<file path="src/rtl/poly94_sdram_pkg.sv">
// Shared types for the Poly94 SDRAM port scheduler: port ids, FSM states and
// the command record captured at grant time.
package poly94_sdram_pkg;

  typedef enum logic [1:0] {
    PORT_VIDEO = 2'd0,
    PORT_CPU   = 2'd1,
    PORT_DMA   = 2'd2
  } port_id_t;

  typedef enum logic [1:0] {
    IDLE      = 2'd0,
    ISSUE     = 2'd1,
    WAIT_RESP = 2'd2,
    REFRESH   = 2'd3
  } state_t;

  typedef struct packed {
    logic        wr;
    logic [23:0] addr_x16;
    logic [15:0] wdata;
    logic [1:0]  wmask;
    logic        burst;
  } cmd_t;

  localparam logic [7:0] WAIT_MAX = 8'hFF;

  function automatic logic [7:0] wait_next(input logic [7:0] cnt);
    return (cnt == WAIT_MAX) ? cnt : cnt + 8'd1;
  endfunction

endpackage

</file>
<file path="src/rtl/sdram_port_scheduler_refresh_timer.sv">
// Free-running refresh down-counter that raises a pending request at each expiry
// and latches a sticky overrun if the previous refresh was never serviced.
module sdram_refresh_timer
  import poly94_sdram_pkg::*;
#(
  parameter int REFRESH_INTERVAL = 780
) (
  input  logic clk_i,
  input  logic rst_ni,
  input  logic refresh_ack,
  output logic refresh_pending,
  output logic refresh_overrun
);

  localparam int TW = (REFRESH_INTERVAL > 1) ? $clog2(REFRESH_INTERVAL) : 1;
  localparam logic [TW-1:0] RELOAD = TW'(REFRESH_INTERVAL - 1);

  logic [TW-1:0] timer_q;

  // An expiry in the same cycle as an ack counts as a fresh request, not an overrun.
  always_ff @(posedge clk_i or negedge rst_ni) begin
    if (!rst_ni) begin
      timer_q         <= RELOAD;
      refresh_pending <= 1'b0;
      refresh_overrun <= 1'b0;
    end else if (timer_q == '0) begin
      timer_q         <= RELOAD;
      refresh_pending <= 1'b1;
      if (refresh_pending && !refresh_ack) begin
        refresh_overrun <= 1'b1;
      end
    end else begin
      timer_q <= timer_q - 1'b1;
      if (refresh_ack) begin
        refresh_pending <= 1'b0;
      end
    end
  end

endmodule

</file>
<file path="src/rtl/sdram_port_scheduler.sv">
// Three-port SDRAM front end: arbitrates video bursts, CPU and DMA single
// accesses onto one downstream command port, with periodic refresh insertion.
module sdram_port_scheduler
  import poly94_sdram_pkg::*;
#(
  parameter int REFRESH_INTERVAL = 780,
  parameter int STARVE_LIMIT     = 64
) (
  input  logic        clk_i,
  input  logic        rst_ni,
  input  logic        vid_req_valid,
  output logic        vid_req_ready,
  input  logic [23:0] vid_req_addr_x16,
  output logic        vid_resp_valid,
  output logic        vid_resp_last,
  output logic [15:0] vid_rdata,
  input  logic        cpu_req_valid,
  output logic        cpu_req_ready,
  input  logic        cpu_req_wr,
  input  logic [23:0] cpu_req_addr_x16,
  input  logic [15:0] cpu_req_wdata,
  input  logic [1:0]  cpu_req_wmask,
  output logic        cpu_resp_valid,
  output logic        cpu_resp_last,
  output logic [15:0] cpu_rdata,
  input  logic        dma_req_valid,
  output logic        dma_req_ready,
  input  logic        dma_req_wr,
  input  logic [23:0] dma_req_addr_x16,
  input  logic [15:0] dma_req_wdata,
  input  logic [1:0]  dma_req_wmask,
  output logic        dma_resp_valid,
  output logic        dma_resp_last,
  output logic [15:0] dma_rdata,
  output logic        dn_cmd_valid,
  input  logic        dn_cmd_ready,
  output logic        dn_rd,
  output logic        dn_wr,
  output logic        dn_refresh,
  output logic        dn_burst,
  output logic [23:0] dn_addr_x16,
  output logic [15:0] dn_wdata,
  output logic [1:0]  dn_wmask,
  input  logic        dn_resp_valid,
  input  logic        dn_resp_last,
  input  logic [15:0] dn_rdata,
  output logic        refresh_overrun
);

  localparam logic [7:0] STARVE_TH = (STARVE_LIMIT > 255) ? 8'd255 : 8'(STARVE_LIMIT);

  state_t     state_q, state_d;
  port_id_t   owner_q, grant_port;
  cmd_t       cmd_q, grant_cmd;
  logic       grant_valid, cmd_accept, refresh_ack, refresh_pending;
  logic       busy, in_resp;
  logic [7:0] cpu_wait_q, dma_wait_q;

  sdram_refresh_timer #(.REFRESH_INTERVAL(REFRESH_INTERVAL)) u_refresh_timer (
    .clk_i           (clk_i),
    .rst_ni          (rst_ni),
    .refresh_ack     (refresh_ack),
    .refresh_pending (refresh_pending),
    .refresh_overrun (refresh_overrun)
  );

  // Starvation lifts CPU/DMA above video so a continuous scan-out cannot lock them out.
  always_comb begin
    grant_valid = 1'b1;
    grant_port  = PORT_VIDEO;
    grant_cmd   = '0;
    if (cpu_req_valid && cpu_wait_q >= STARVE_TH)      grant_port = PORT_CPU;
    else if (dma_req_valid && dma_wait_q >= STARVE_TH) grant_port = PORT_DMA;
    else if (vid_req_valid)                            grant_port = PORT_VIDEO;
    else if (cpu_req_valid)                            grant_port = PORT_CPU;
    else if (dma_req_valid)                            grant_port = PORT_DMA;
    else                                               grant_valid = 1'b0;
    case (grant_port)
      PORT_CPU: begin
        grant_cmd.wr       = cpu_req_wr;
        grant_cmd.addr_x16 = cpu_req_addr_x16;
        grant_cmd.wdata    = cpu_req_wdata;
        grant_cmd.wmask    = cpu_req_wmask;
      end
      PORT_DMA: begin
        grant_cmd.wr       = dma_req_wr;
        grant_cmd.addr_x16 = dma_req_addr_x16;
        grant_cmd.wdata    = dma_req_wdata;
        grant_cmd.wmask    = dma_req_wmask;
      end
      default: begin
        grant_cmd.addr_x16 = vid_req_addr_x16;
        grant_cmd.burst    = 1'b1;
      end
    endcase
  end

  always_comb begin
    state_d     = state_q;
    cmd_accept  = 1'b0;
    refresh_ack = 1'b0;
    case (state_q)
      IDLE: begin
        if (refresh_pending)  state_d = REFRESH;
        else if (grant_valid) state_d = ISSUE;
      end
      ISSUE: begin
        if (dn_cmd_ready) begin
          cmd_accept = 1'b1;
          state_d    = cmd_q.wr ? IDLE : WAIT_RESP;
        end
      end
      WAIT_RESP: begin
        if (dn_resp_valid && dn_resp_last) state_d = IDLE;
      end
      REFRESH: begin
        if (dn_cmd_ready) begin
          refresh_ack = 1'b1;
          state_d     = IDLE;
        end
      end
      default: state_d = IDLE;
    endcase
  end

  always_ff @(posedge clk_i or negedge rst_ni) begin
    if (!rst_ni) begin
      state_q <= IDLE;
      owner_q <= PORT_VIDEO;
      cmd_q   <= '0;
    end else begin
      state_q <= state_d;
      if (state_q == IDLE && !refresh_pending && grant_valid) begin
        owner_q <= grant_port;
        cmd_q   <= grant_cmd;
      end
    end
  end

  assign busy    = (state_q == ISSUE) || (state_q == WAIT_RESP);
  assign in_resp = (state_q == WAIT_RESP);

  // Waiting is only counted while someone else holds the bus or the arbiter is idle.
  always_ff @(posedge clk_i or negedge rst_ni) begin
    if (!rst_ni) begin
      cpu_wait_q <= '0;
      dma_wait_q <= '0;
    end else begin
      if (cpu_req_ready) cpu_wait_q <= '0;
      else if (cpu_req_valid && !(busy && owner_q == PORT_CPU)) cpu_wait_q <= wait_next(cpu_wait_q);
      if (dma_req_ready) dma_wait_q <= '0;
      else if (dma_req_valid && !(busy && owner_q == PORT_DMA)) dma_wait_q <= wait_next(dma_wait_q);
    end
  end

  assign dn_cmd_valid = (state_q == ISSUE) || (state_q == REFRESH);
  assign dn_refresh   = (state_q == REFRESH);
  assign dn_rd        = (state_q == ISSUE) && !cmd_q.wr;
  assign dn_wr        = (state_q == ISSUE) && cmd_q.wr;
  assign dn_burst     = (state_q == ISSUE) && cmd_q.burst;
  assign dn_addr_x16  = cmd_q.addr_x16;
  assign dn_wdata     = cmd_q.wdata;
  assign dn_wmask     = cmd_q.wmask;

  assign vid_req_ready = cmd_accept && owner_q == PORT_VIDEO;
  assign cpu_req_ready = cmd_accept && owner_q == PORT_CPU;
  assign dma_req_ready = cmd_accept && owner_q == PORT_DMA;

  // Read data is steered only to the owner; everyone else sees an idle response bus.
  assign vid_resp_valid = in_resp && owner_q == PORT_VIDEO && dn_resp_valid;
  assign vid_resp_last  = in_resp && owner_q == PORT_VIDEO && dn_resp_last;
  assign vid_rdata      = (in_resp && owner_q == PORT_VIDEO) ? dn_rdata : '0;
  assign cpu_resp_valid = in_resp && owner_q == PORT_CPU && dn_resp_valid;
  assign cpu_resp_last  = in_resp && owner_q == PORT_CPU && dn_resp_last;
  assign cpu_rdata      = (in_resp && owner_q == PORT_CPU) ? dn_rdata : '0;
  assign dma_resp_valid = in_resp && owner_q == PORT_DMA && dn_resp_valid;
  assign dma_resp_last  = in_resp && owner_q == PORT_DMA && dn_resp_last;
  assign dma_rdata      = (in_resp && owner_q == PORT_DMA) ? dn_rdata : '0;

endmodule
</file>
<file path="config.mk">
export PLATFORM = sky130hd
export DESIGN_NAME = sdram_port_scheduler
export DESIGN_NICKNAME = d
export VERILOG_FILES = /design/src/rtl/poly94_sdram_pkg.sv /design/src/rtl/sdram_port_scheduler_refresh_timer.sv /design/src/rtl/sdram_port_scheduler.sv
export SDC_FILE = /design/constraint.sdc
export NUM_CORES = 1
export LEC_CHECK = 0
export BUFFER_PORTS_ARGS = -buffer_cell sky130_fd_sc_hd__buf_2
export CAP_MARGIN = 40
export CORE_MARGIN = 1
export CORE_UTILIZATION = 47
export DETAILED_ROUTE_END_ITERATION = 16
export PLACE_DENSITY = 0.89
export REMOVE_ABC_BUFFERS = 1
export SLEW_MARGIN = 20
export SYNTH_ARGS = -nofsm -noshare
export SYNTH_HDL_FRONTEND = slang
export SYNTH_HIERARCHICAL = 1
export SYNTH_SLANG_ARGS = --single-unit
</file>
<file path="constraint.sdc">
create_clock -name clk_i -period 2.5 [get_ports clk_i]
set_input_delay 0.125 -clock clk_i [delete_from_list [all_inputs] [get_ports clk_i]]
set_output_delay 0.125 -clock clk_i [all_outputs]
set_load 0.05 [all_outputs]
</file>
==> impl_results.md <==
* Worst-skew pair later-pin latency at 0.34 ns
* Final setup fails at 0
* Pwr Density at 1016 nW/um2
* Die H at 102.6 um
* FILL cells at 820
* Seq/Total Area, Yosys at 40.15%
* Worst EP arrival at 2.07 ns
* Final Hold Viols at 0
* Global-route wire length before repair at 19,530 um
* Hold Crit Class: in -> reg
* Non-Filler Instances at 861
* Final Cycle Share at 87.91%
* Post-synth top area share at 37.39%
* Final setup margin at 0.3022 ns
* Multi-input gate area at 2312 um2
* Critical path type: reg -> out
* PostCTS Resize Cnt at 0
* Achievable Freq at 0.4550 GHz
* Max Cap Viol at 0
* Async set or reset register ratio after synthesis at 100.0%
* Post-DP HPWL at 9829 um
* Post-Synthesis Cells at 546
* Slew Limit Headroom at 53.74%
* Cell taking the most area after synthesis: dfrtp_1
* Core outline area at 9774 um2
* Final setup TNS at 0 ns
* Clock net sink count at 76
* WP data required at 2.38 ns
* Synth top cells by count: dfrtp_1 (71), and2_1 (58), nand2_1 (58)
* Avg WL per Cell at 15.05 um
* CTS tree: done
* Reg area at 1908 um2
* Placed insts at 844
* Vias in the first global route at 4,122
* Final Util at 60.82%
* Top FF cell, synth: dfrtp_1
* Minimum clock period at 2.198 ns
* Setup WS pre-CTS at 0.3564 ns
* CTS H-tree depth at 3
* Largest net degree at the start of global routing at 69
* Vias per Instance at 5.353
* Die area at 10,520 um2
* Vias at 4,609
* Initial antenna violation count at 0
* Row count at 36
* Worst Clk Skew at 0.01112 ns
* Pwr Total at 6.041 mW
* Initial cell density of the core at 48.62%
* Critical path capture point type: output pin
* Gpl congestion at 0.7412
* CP startpoint kind: register
* Num ports at 239
* Drt drc at 0
* Post-synth cell types at 50
* YS warnings at 6
* Clk Tree Root Cell: clkbuf_8
* Syn avg cell area at 8.703 um2
* Yosys reg bits at 76
* Measured slew at the worst slew-check pin at 0.6908 ns
* CTS Buf Count at 9
* Post-route antenna net violation count at 0
* Crit path max fanout at 18
* IO Port Bufs at 238
* Top-count cell post-synth: dfrtp_1
* Area Overhead vs Synth at 25.09%
* RSZ-0062 raised after global routing: false
* DRT iter0 DRCs at 290
* Die width at 102.6 um
* Worst-case vdd ir drop at 654.7 uV
* Clock Path Buffers at 2
* Status: finished, final reports clean
* Diodes inserted at 0
* Clk slew on worst S/H paths at 0.08 ns
* Slew Limit Fails at 0
* Grt total ovfl at 0
* Drt pass-1 iters at 5
* Nets at 866
* Area contributors post-synth: dfrtp_1 (37%), and2_1 (7.6%), a22oi_1 (6.8%)
* EDFF count, synth at 0
* Synthesized area at 4752 um2
* Total routed wirelength at 12,960 um
* Total track usage at 23.98%
* CTS Hold Bufs at 1
* Layout cells sized above 1 at 38.60%
* Buffer count from post-CTS setup fixing at 0
* P_leak at 3.015 nW
## final timing paths
kind,depth (start not counted),endpoint,startpoint,slack (ns)
max,5,dma_rdata[8],state_q[0],0.30
min,3,dn_addr_x16[12],vid_req_addr_x16[12],0.07
max reg2reg,10,dn_addr_x16[11],dma_wait_q[6],0.34
min reg2reg,1,u_refresh_timer/timer_q[0],u_refresh_timer/timer_q[0],0.46
max in group asynchronous,3,u_refresh_timer/timer_q[9],rst_ni,1.56
min in group asynchronous,2,u_refresh_timer/refresh_pending,rst_ni,0.31
## report_power, final
| part | switching [mW] | total, mW | internal, mW | leakage [nW] |
|---|---|---|---|---|
| clock network | 0.460 | 1.03 | 0.569 | 0.104 |
| registers | 0.292 | 1.88 | 1.59 | 0.966 |
| logic | 2.32 | 3.13 | 0.811 | 1.95 |
| total | 3.07 | 6.04 | 2.97 | 3.02 |
## metal layers
layer / vias to the layer above / share of wire, % / track usage (%)
met5: - / 0 / 0
li1: 2242 / - / -
met2: 194 / 52 / 41.54
met3: 16 / 5.4 / 4.542
met1: 2157 / 41 / 30.45
met4: 0 / 1.1 / 7.033
## worst max-delay path, cell delays in order, from the launching register on
cell and delay (ns):
dfrtp_1 0.42, inv_1 0.11, ha_1 0.22, and3b_1 0.51
and2_1 0.21, buf_2 0.26
## cell type report
cell class | count | share of cell area [%]
repair buffers | 249 | 21.93
clock inverters | 5 | 1.431
flip-flops and latches | 76 | 32.10
inverters | 10 | 0.6314
clock buffers | 11 | 2.210
multi-input cells | 377 | 38.90
well taps | 133 | 2.799
## cell families after synthesis
| logic type | after synthesis | synth area share [%] |
|---|---|---|
| AND/OR/NAND/NOR | 200 | 22.54 |
| AO/OA/AOI/OAI | 159 | 21.77 |
| buffers and inverters | 93 | 11.30 |
| flip-flops | 76 | 40.15 |
| adder cells (fa/ha/maj) | 9 | 2.370 |
| multiplexers | 6 | 1.316 |
| XOR/XNOR | 3 | 0.5530 |
## flip-flops by register name, indices dropped and copies added, names as in the netlist
signal	cells
cmd_q	2
cpu_wait_q	8
dma_wait_q	8
dn_addr_x16	24
dn_wdata	16
dn_wmask	2
owner_q	2
state_q	2
u_refresh_timer/refresh_overrun	1
u_refresh_timer/refresh_pending	1
u_refresh_timer/timer_q	10
## stage by stage
stage / area [um2] / hold slack [ns]
after floorplan: 4253 / -0.1706
after global placement: 5698 / 0.3319
after detailed placement: 5718 / 0.1334
after CTS: 5944 / 0.05466
after global routing: 5944 / 0.06750
final: 5944 / 0.06717
## placed cells by master, fill, tap and decap left out, types with 3 or more instances in the layout
master    instances
a21oi_1          38
a22oi_1          43
and2_1           58
buf_2           237
buf_4             9
clkbuf_8          9
dfrtp_1          71
dfstp_2           5
ha_1              8
inv_1             9
mux2i_1           4
nand2_1          58
nand2b_1          3
nand3_1           8
nand4_1           3
nor2_1           29
nor2b_1           4
nor3_1            9
o21ai_0          38
o31ai_1          26
o41ai_1           3
or3_1             5
or4_1             7
Power figures use the tool's default switching activity.
